## config.mk

```make
export PLATFORM = sky130hd
export DESIGN_NAME = ctrl_decode_pipe
export DESIGN_NICKNAME = d
export VERILOG_FILES = /design/src/rtl/ctrl_decode_pipe.sv
export SDC_FILE = /design/constraint.sdc
export NUM_CORES = 1
export LEC_CHECK = 0
export BUFFER_PORTS_ARGS = -buffer_cell sky130_fd_sc_hd__buf_4
export CAP_MARGIN = 25
export CORE_ASPECT_RATIO = 0.8
export CORE_UTILIZATION = 35
export CTS_CLUSTER_DIAMETER = 30
export DETAILED_ROUTE_END_ITERATION = 12
export SKIP_CTS_REPAIR_TIMING = 1
export SLEW_MARGIN = 25
export SYNTH_ARGS = -nofsm -noshare
export SYNTH_HDL_FRONTEND = slang
export SYNTH_SLANG_ARGS = --single-unit
```

## constraint.sdc

```tcl
create_clock -name clk -period 5.42 [get_ports clk]
set_input_delay 0.271 -clock clk [delete_from_list [all_inputs] [get_ports clk]]
set_output_delay 0.271 -clock clk [all_outputs]
set_load 0.02 [all_outputs]
```

## src/rtl/ctrl_decode_pipe.sv

```systemverilog
// Registered control decoder with a one-entry skid buffer, halt/illegal-instruction
// drain sequencing, flush and a retired-instruction counter.
module ctrl_decode_pipe #(
  parameter int REGSEL_W = 3,
  parameter int LINK_REG = 7,
  parameter bit PRIV_EN  = 1'b0,
  parameter int CNT_W    = 16
) (
  input  logic                clk,
  input  logic                rst,
  input  logic                flush,
  input  logic                in_valid,
  input  logic [15:0]         in_instr,
  output logic                in_ready,
  output logic                out_valid,
  input  logic                out_ready,
  output logic [2:0]          out_alu_src,
  output logic                out_reg_wr,
  output logic                out_mem_wr,
  output logic                out_mem_rd,
  output logic                out_mem_to_reg,
  output logic                out_inv_a,
  output logic                out_inv_b,
  output logic                out_cin,
  output logic [REGSEL_W-1:0] out_wr_reg,
  output logic                out_is_branch,
  output logic                out_is_jump,
  output logic                out_is_siic,
  output logic                out_is_rti,
  output logic                out_halt,
  output logic                out_err,
  output logic                halted,
  output logic [CNT_W-1:0]    retired,
  output logic [1:0]          state_dbg
);

  localparam logic [1:0] RUN    = 2'd0;
  localparam logic [1:0] DRAIN  = 2'd1;
  localparam logic [1:0] HALTED = 2'd2;

  typedef struct packed {
    logic [2:0]          alu_src;
    logic                reg_wr;
    logic                mem_wr;
    logic                mem_rd;
    logic                mem_to_reg;
    logic                inv_a;
    logic                inv_b;
    logic                cin;
    logic [REGSEL_W-1:0] wr_reg;
    logic                is_branch;
    logic                is_jump;
    logic                is_siic;
    logic                is_rti;
    logic                halt;
    logic                err;
  } ctrl_t;

  logic [1:0]       state;
  logic             or_valid, sk_valid;
  ctrl_t            or_q, sk_q, dec;
  logic [CNT_W-1:0] retired_q;
  logic [4:0]       op;
  logic             acc, hs;

  // Handshake: a transfer happens on a rising edge where valid and ready are both high;
  // valid never depends on ready, and once raised out_valid holds with stable data until taken.
  assign in_ready  = !sk_valid && (state != HALTED);
  assign out_valid = or_valid && (state != HALTED);
  assign acc       = in_valid && in_ready;
  assign hs        = out_valid && out_ready;
  assign op        = in_instr[15:11];

  always_comb begin
    dec         = '0;
    dec.alu_src = 3'd7;
    casez (op)
      5'b00000: dec.halt = 1'b1;
      5'b00010: begin
        if (PRIV_EN) dec.is_siic = 1'b1;
        else         dec.err     = 1'b1;
      end
      5'b00011: begin
        if (PRIV_EN) dec.is_rti = 1'b1;
        else         dec.err    = 1'b1;
      end
      5'b001??: begin
        dec.is_jump = 1'b1;
        if (op[1]) begin
          dec.reg_wr = 1'b1;
          dec.wr_reg = REGSEL_W'(LINK_REG);
        end
      end
      5'b010??: begin
        dec.alu_src = op[1] ? 3'd2 : 3'd1;
        dec.reg_wr  = 1'b1;
        dec.wr_reg  = REGSEL_W'(in_instr[7:5]);
        dec.inv_a   = (op[1:0] == 2'b01);
        dec.cin     = (op[1:0] == 2'b01);
        dec.inv_b   = (op[1:0] == 2'b11);
      end
      5'b011??: begin
        dec.is_branch = 1'b1;
        dec.alu_src   = 3'd5;
        dec.inv_b     = 1'b1;
        dec.cin       = 1'b1;
      end
      5'b10000: begin
        dec.alu_src = 3'd1;
        dec.mem_wr  = 1'b1;
      end
      5'b10001: begin
        dec.alu_src    = 3'd1;
        dec.mem_rd     = 1'b1;
        dec.mem_to_reg = 1'b1;
        dec.reg_wr     = 1'b1;
        dec.wr_reg     = REGSEL_W'(in_instr[7:5]);
      end
      5'b10010: begin
        dec.alu_src = 3'd4;
        dec.reg_wr  = 1'b1;
        dec.wr_reg  = REGSEL_W'(in_instr[10:8]);
      end
      5'b10011: begin
        dec.alu_src = 3'd1;
        dec.mem_wr  = 1'b1;
        dec.reg_wr  = 1'b1;
        dec.wr_reg  = REGSEL_W'(in_instr[10:8]);
      end
      5'b101??: begin
        dec.alu_src = 3'd2;
        dec.reg_wr  = 1'b1;
        dec.wr_reg  = REGSEL_W'(in_instr[7:5]);
      end
      5'b11000: begin
        dec.alu_src = 3'd3;
        dec.reg_wr  = 1'b1;
        dec.wr_reg  = REGSEL_W'(in_instr[10:8]);
      end
      5'b11001, 5'b11010: begin
        dec.alu_src = 3'd0;
        dec.reg_wr  = 1'b1;
        dec.wr_reg  = REGSEL_W'(in_instr[4:2]);
      end
      5'b11011: begin
        dec.alu_src = 3'd0;
        dec.reg_wr  = 1'b1;
        dec.wr_reg  = REGSEL_W'(in_instr[4:2]);
        dec.inv_a   = (in_instr[1:0] == 2'b01);
        dec.cin     = (in_instr[1:0] == 2'b01);
        dec.inv_b   = (in_instr[1:0] == 2'b11);
      end
      5'b111??: begin
        dec.alu_src = 3'd0;
        dec.reg_wr  = 1'b1;
        dec.wr_reg  = REGSEL_W'(in_instr[4:2]);
        dec.inv_b   = (op[1:0] != 2'b11);
        dec.cin     = (op[1:0] != 2'b11);
      end
      default: ;
    endcase
  end

  always_ff @(posedge clk) begin
    if (rst) begin
      state     <= RUN;
      or_valid  <= 1'b0;
      sk_valid  <= 1'b0;
      or_q      <= '0;
      sk_q      <= '0;
      retired_q <= '0;
    end else if (flush && state != HALTED) begin
      or_valid <= 1'b0;
      sk_valid <= 1'b0;
      state    <= RUN;
    end else begin
      // The first stop instruction to leave during DRAIN is the one that caused it.
      if (hs && state == DRAIN && (or_q.halt || or_q.err)) begin
        state    <= HALTED;
        or_valid <= 1'b0;
        sk_valid <= 1'b0;
      end else begin
        if (hs) begin
          if (sk_valid) begin
            or_q     <= sk_q;
            sk_valid <= 1'b0;
          end else if (acc) begin
            or_q <= dec;
          end else begin
            or_valid <= 1'b0;
          end
        end else if (acc) begin
          if (!or_valid) begin
            or_q     <= dec;
            or_valid <= 1'b1;
          end else begin
            sk_q     <= dec;
            sk_valid <= 1'b1;
          end
        end
        if (state == RUN && acc && (dec.halt || dec.err)) state <= DRAIN;
      end
      if (hs) retired_q <= retired_q + CNT_W'(1);
    end
  end

  assign out_alu_src    = or_q.alu_src;
  assign out_reg_wr     = or_q.reg_wr;
  assign out_mem_wr     = or_q.mem_wr;
  assign out_mem_rd     = or_q.mem_rd;
  assign out_mem_to_reg = or_q.mem_to_reg;
  assign out_inv_a      = or_q.inv_a;
  assign out_inv_b      = or_q.inv_b;
  assign out_cin        = or_q.cin;
  assign out_wr_reg     = or_q.wr_reg;
  assign out_is_branch  = or_q.is_branch;
  assign out_is_jump    = or_q.is_jump;
  assign out_is_siic    = or_q.is_siic;
  assign out_is_rti     = or_q.is_rti;
  assign out_halt       = or_q.halt;
  assign out_err        = or_q.err;
  assign halted         = (state == HALTED);
  assign retired        = retired_q;
  assign state_dbg      = state;

endmodule

```

# == Yosys cells after proc, flatten, opt, wreduce, memory -nomap -nowiden ==
# Index checks and enable logic that the tools add are counted.
# W data, S select, Z words.
# op_classes
addsub,1
n_eq_ne,26
mux,25
bitwise_logic,3
reduce_logical,32
# op_table
op,n
$mux W19,5
$eq A5 B5 Y1 const B,8
$pmux W3 S7,1
$add A16 B1 Y16 const B,1
$pmux W3 S4,1
$reduce_or A3 Y1,4
$eq A5 B2 Y1 const B,2
$mux W1,10
$reduce_and A5 Y1,2
$reduce_or A10 Y1,1
$logic_and A1 B1 Y1,9
$mux W2,4
$ne A2 B2 Y1 const B,4
$pmux W2 S4,1
$reduce_or A4 Y1,2
$eq A2 B1 Y1 const B,3
$eq A2 B2 Y1 const B,3
$eq A3 B2 Y1 const B,2
$eq A3 B3 Y1 const B,2
$reduce_bool A2 Y1,3
$reduce_or A2 Y1,3
$logic_not A5 Y1,1
$pmux W1 S2,2
$reduce_and A2 Y1,2
other kinds (8),11
# totals
reg_bits,56
inputBits,21
output_inout_bits,40
word_cells,120

# == Depth between registers and ports, before layout ==
# logic_depth
ltp_word,7
mapped_depth,9
ltp_nobuf,8

# == Worst setup path before layout ==
# OpenSTA, ideal clock, no wires.
# synth_timing
path_kind,register to register
startpoint,"register state[0], in the netlist state_dbg[0]"
endpoint,"register or_q, in the netlist out_err"
setup_time_ns,0.132
arrival_ns,1.878
t_required_ns,5.288
setup_slack_ns,3.410
path_stages_with_launch,9
n_path_buf,2
synth_period_minus_slack_ns,2.010
path_cell_list,dfxtp_1 nand2b_1 buf_6 nand3_1 ha_1 a2111o_1 buf_6 a211oi_1 nor3_1
# synth_between
elab_chain_cells,7
word_cells_on_any_way,16
cone_classes,eq/ne (3); mux (1); bitwise (2); reduce/logical (10)
# synth_rtl
item,line_no,source
"start, declared",59,logic [1:0] state;
"start signal, assigned",166,state <= RUN;
"start signal, assigned",175,state <= RUN;
"start signal, assigned",179,state <= HALTED;
$ne A2 B2 Y1,"68, 69, 172",
$logic_and A1 B1 Y1,69,assign out_valid = or_valid && (state != HALTED);
$logic_and A1 B1 Y1,71,assign hs = out_valid && out_ready;
$logic_and A1 B1 Y1 (2 in series),178,if (hs && state == DRAIN && (or_q.halt || or_q.err)) begin
$not A1 Y1 (no line),--,
$reduce_and A5 Y1 (no line),--,
"end signal, assigned",185,or_q <= sk_q;
"end, declared",61,"ctrl_t or_q, sk_q, dec;"
# Several ways; a longest one is shown, not always the timed one.
# A chain may end at the register's enable or synchronous reset.

# == Worst setup path after layout ==
# layout_timing
startpoint,"register state[0], in the netlist state_dbg[0]"
endpoint,"register or_q, in the netlist out_is_branch"
# Same word-level chain as after synthesis.

==> results.cfg <==
[floorplan]
die_height_um = 81.4
overall_die_area_sq_um = 8240
rows = 28
top_level_ports = 61
initial_core_utilization_pct = 36.8
die-width_um = 101
core_region_area_sq_um = 7500

[synthesis]
synth_enable_flop_cells = 0
netlist_area_sq_um = 2760
synth.top_cells.by_area = dfxtp_1, nor2_1, xor2_1
synth.yosys.seq_area_share_pct = 37.8
yosysWarnings = 0
synthDominantAreaCellType = dfxtp_1
syn_inst = 343
yosysMostFrequentCell = nor2_1
synth.top_cells.by_count = nor2_1, dfxtp_1, nand2_1, nor3_1, a21oi_1
synthDominantCellAreaShare_pct = 37.8
yosys_most_used_dff = dfxtp_1
post_synthesis_register_bit_count = 52
post_synth_num_cell_types = 55
synthArstFlopShare_pct = 0
synth_area_per_cell_sq_um = 8.04

[critical_path]
setup.worst_path.start = state_dbg[0]$_SDFFE_PP0P_
required_ps = 5600
r2r-start = state_dbg[0]$_SDFFE_PP0P_
setup_crit_start_kind = flop
path_class = flop to flop
timing.critical_path.fanout_max = 15
critPathArrivalTime_ps = 2570
crit_chain = nand2b_1, nand3_1, ha_1, a2111o_1, a211oi_1, nor3_1
slowest_delay_ps = 570
setup.worst_path.end_class = flop
critical-path-slowest-cell = a2111o_1
path_delay_family = compound AO/OA/AOI/OAI gates
critPathBufInv = 0

[routing]
route.antenna.remaining_nets = 0
avgRoutedWirePerCell_um = 13.6
route.vias.total = 2499
routed_wl_um = 6660
drtIter0Drc = 171
route.detailed.drc = 0
post_drt_via_cell_ratio = 5.11
drt_pass1_iterations = 4

[power_and_ir_drop]
irDropWorstVdd_mv = 0.0990
lkg_pwr_uw = 0.00127
power-per-cell-area_nw_per_um2 = 223

[placement]
place.detailed.hpwl_um = 4570
place.port_buffers = 58
gp_routability_congestion = 0.762
place_ws_ps = 3080
post-place-cells = 481
place_area_sq_um = 3200

[sta]
tightest_slew_ps = 996
period_needed_ps = 2390
final_hold_viol_count = 0
clock-skew-final_ps = 10.8
setup_slack_ps = 3030
totalNegativeSetupSlack_ps = 0
finalSetupViolations = 0
timing.final.crit_share_pct = 44.0
slew-limit-headroom_pct = 33.4
max_clock_freq_mhz = 419
maxSlewViolCount = 0
setup_repair_after_global_routing_missed_its_margin = false

[cells_and_area]
num_antenna_cells = 0
final_layout_size_suffix_gt1_share_pct = 20.6
layout.core_utilization_pct = 43.9
area_delta_synth_final_pct = 19.3
post-route-cell-area_sq_um = 3290
finish.cell_count_without_fillers = 489
final_net_count = 406

[cts]
cts_num_sinks = 52
cts_made_buffers = 5
cts_root_buffer = clkbuf_8
clkLatencyLatePin_ps = 320
cts.reportedPaths.clkPinSlew_ps = 100
clock_tree.htree_level_count = 2
clock_tree_from_tritoncts = done
max-clock-path-buffers = 2

[global_routing]
grt_util_all_layers_pct = 17.3
first_global_vias = 2359
final_global_route_overflow_total = 0
grt_antenna_before_repair = 0
wire_length_of_the_first_global_routing_pass_um = 11300
grt_start_max_net_pins = 52

[run_status]
status = finished, final reports clean

[hold_path]
min_from = in_instr[7]
holdCritPathClass = primary input to flop

[run]
drv.max_cap_violation_count = 0
## placed cells by master, fill, tap and decap left out, drive strengths merged, types with 2 or more instances in the layout
master	synthesis	final
a311oi	4	4
nand4	5	5
and3	9	9
nor2	59	59
nand3	14	14
nor3	19	19
a21oi	18	18
mux2i	2	2
nor3b	7	7
nor4	3	3
a211oi	14	14
o41ai	2	2
nor2b	6	6
buf	10	59
nand3b	2	2
clkinvlp	0	2
o211ai	4	4
ha	2	2
a2111oi	2	2
a221oi	2	2
a32o	2	2
conb	1	2
nand2b	4	4
dfxtp	52	52
o21a	2	2
inv	6	6
xor2	13	13
and2	5	5
nand2	28	28
clkbuf	17	5
o21ai	11	11
xnor2	2	2
## per-stage QoR
| stage | hold slack (ps) | power [uW] |
|---|---|---|
| after global routing | 302 | 772 |
| final | 290 | 735 |
| after floorplan | 372 | 475 |
| after global placement | 441 | 509 |
| after CTS | 284 | 742 |
| after detailed placement | 448 | 510 |
## logic make-up (layout without fill, tap and decap cells)
kind of cell	after synthesis	after routing	synth area share (%)
and+or+nand+nor	169	169	30.9
AOI/OAI and AO/OA	68	68	18.6
DFF	52	52	37.8
xor gates and xnor gates	15	15	4.77
other	1	2	0.136
buffers and inverters	33	73	5.81
muxes	3	3	1.13
adders and majority gates	2	2	0.908
## path summary, 6_finish.rpt
kind	end	slack (ps)	cells after the start
setup / recovery	out_is_branch$_SDFFE_PP0P_	3030	6
hold / removal	sk_q[8]$_SDFFE_PP0P_	290	3
setup reg to reg	out_is_branch$_SDFFE_PP0P_	3030	6
hold reg to reg	sk_q[13]$_SDFFE_PP0P_	460	2
## area by class of cell
cell class | instances | area [sq um]
fill | 796 | 4210
sequential | 52 | 1040
inverter | 6 | 22.5
timing repair buffer | 59 | 443
tap | 105 | 131
clock buffer | 5 | 68.8
multi-input combinational | 259 | 1560
clock inverter | 3 | 23.8
## worst reg2reg max path, cell delays in order, from the launching register on
cell,delay (ps)
dfxtp_1,380
nand2b_1,310
nand3_1,200
ha_1,290
a2111o_1,570
a211oi_1,430
nor3_1,80
## routing by layer
metal	global-route usage (%)	up-vias	wire length, um
met4	5.07	0	80
met1	24.7	1158	3490
met2	26.4	47	2840
met5	0	-	0
met3	3.18	7	241
li1	-	1287	-
## power breakdown
part / internal (uW) / total, uW / switching (uW)
clock: 91.9 / 234 / 142
combinational: 42.2 / 105 / 63.1
sequential: 390 / 396 / 6.02
total: 524 / 735 / 211
Power figures use the tool's default switching activity.
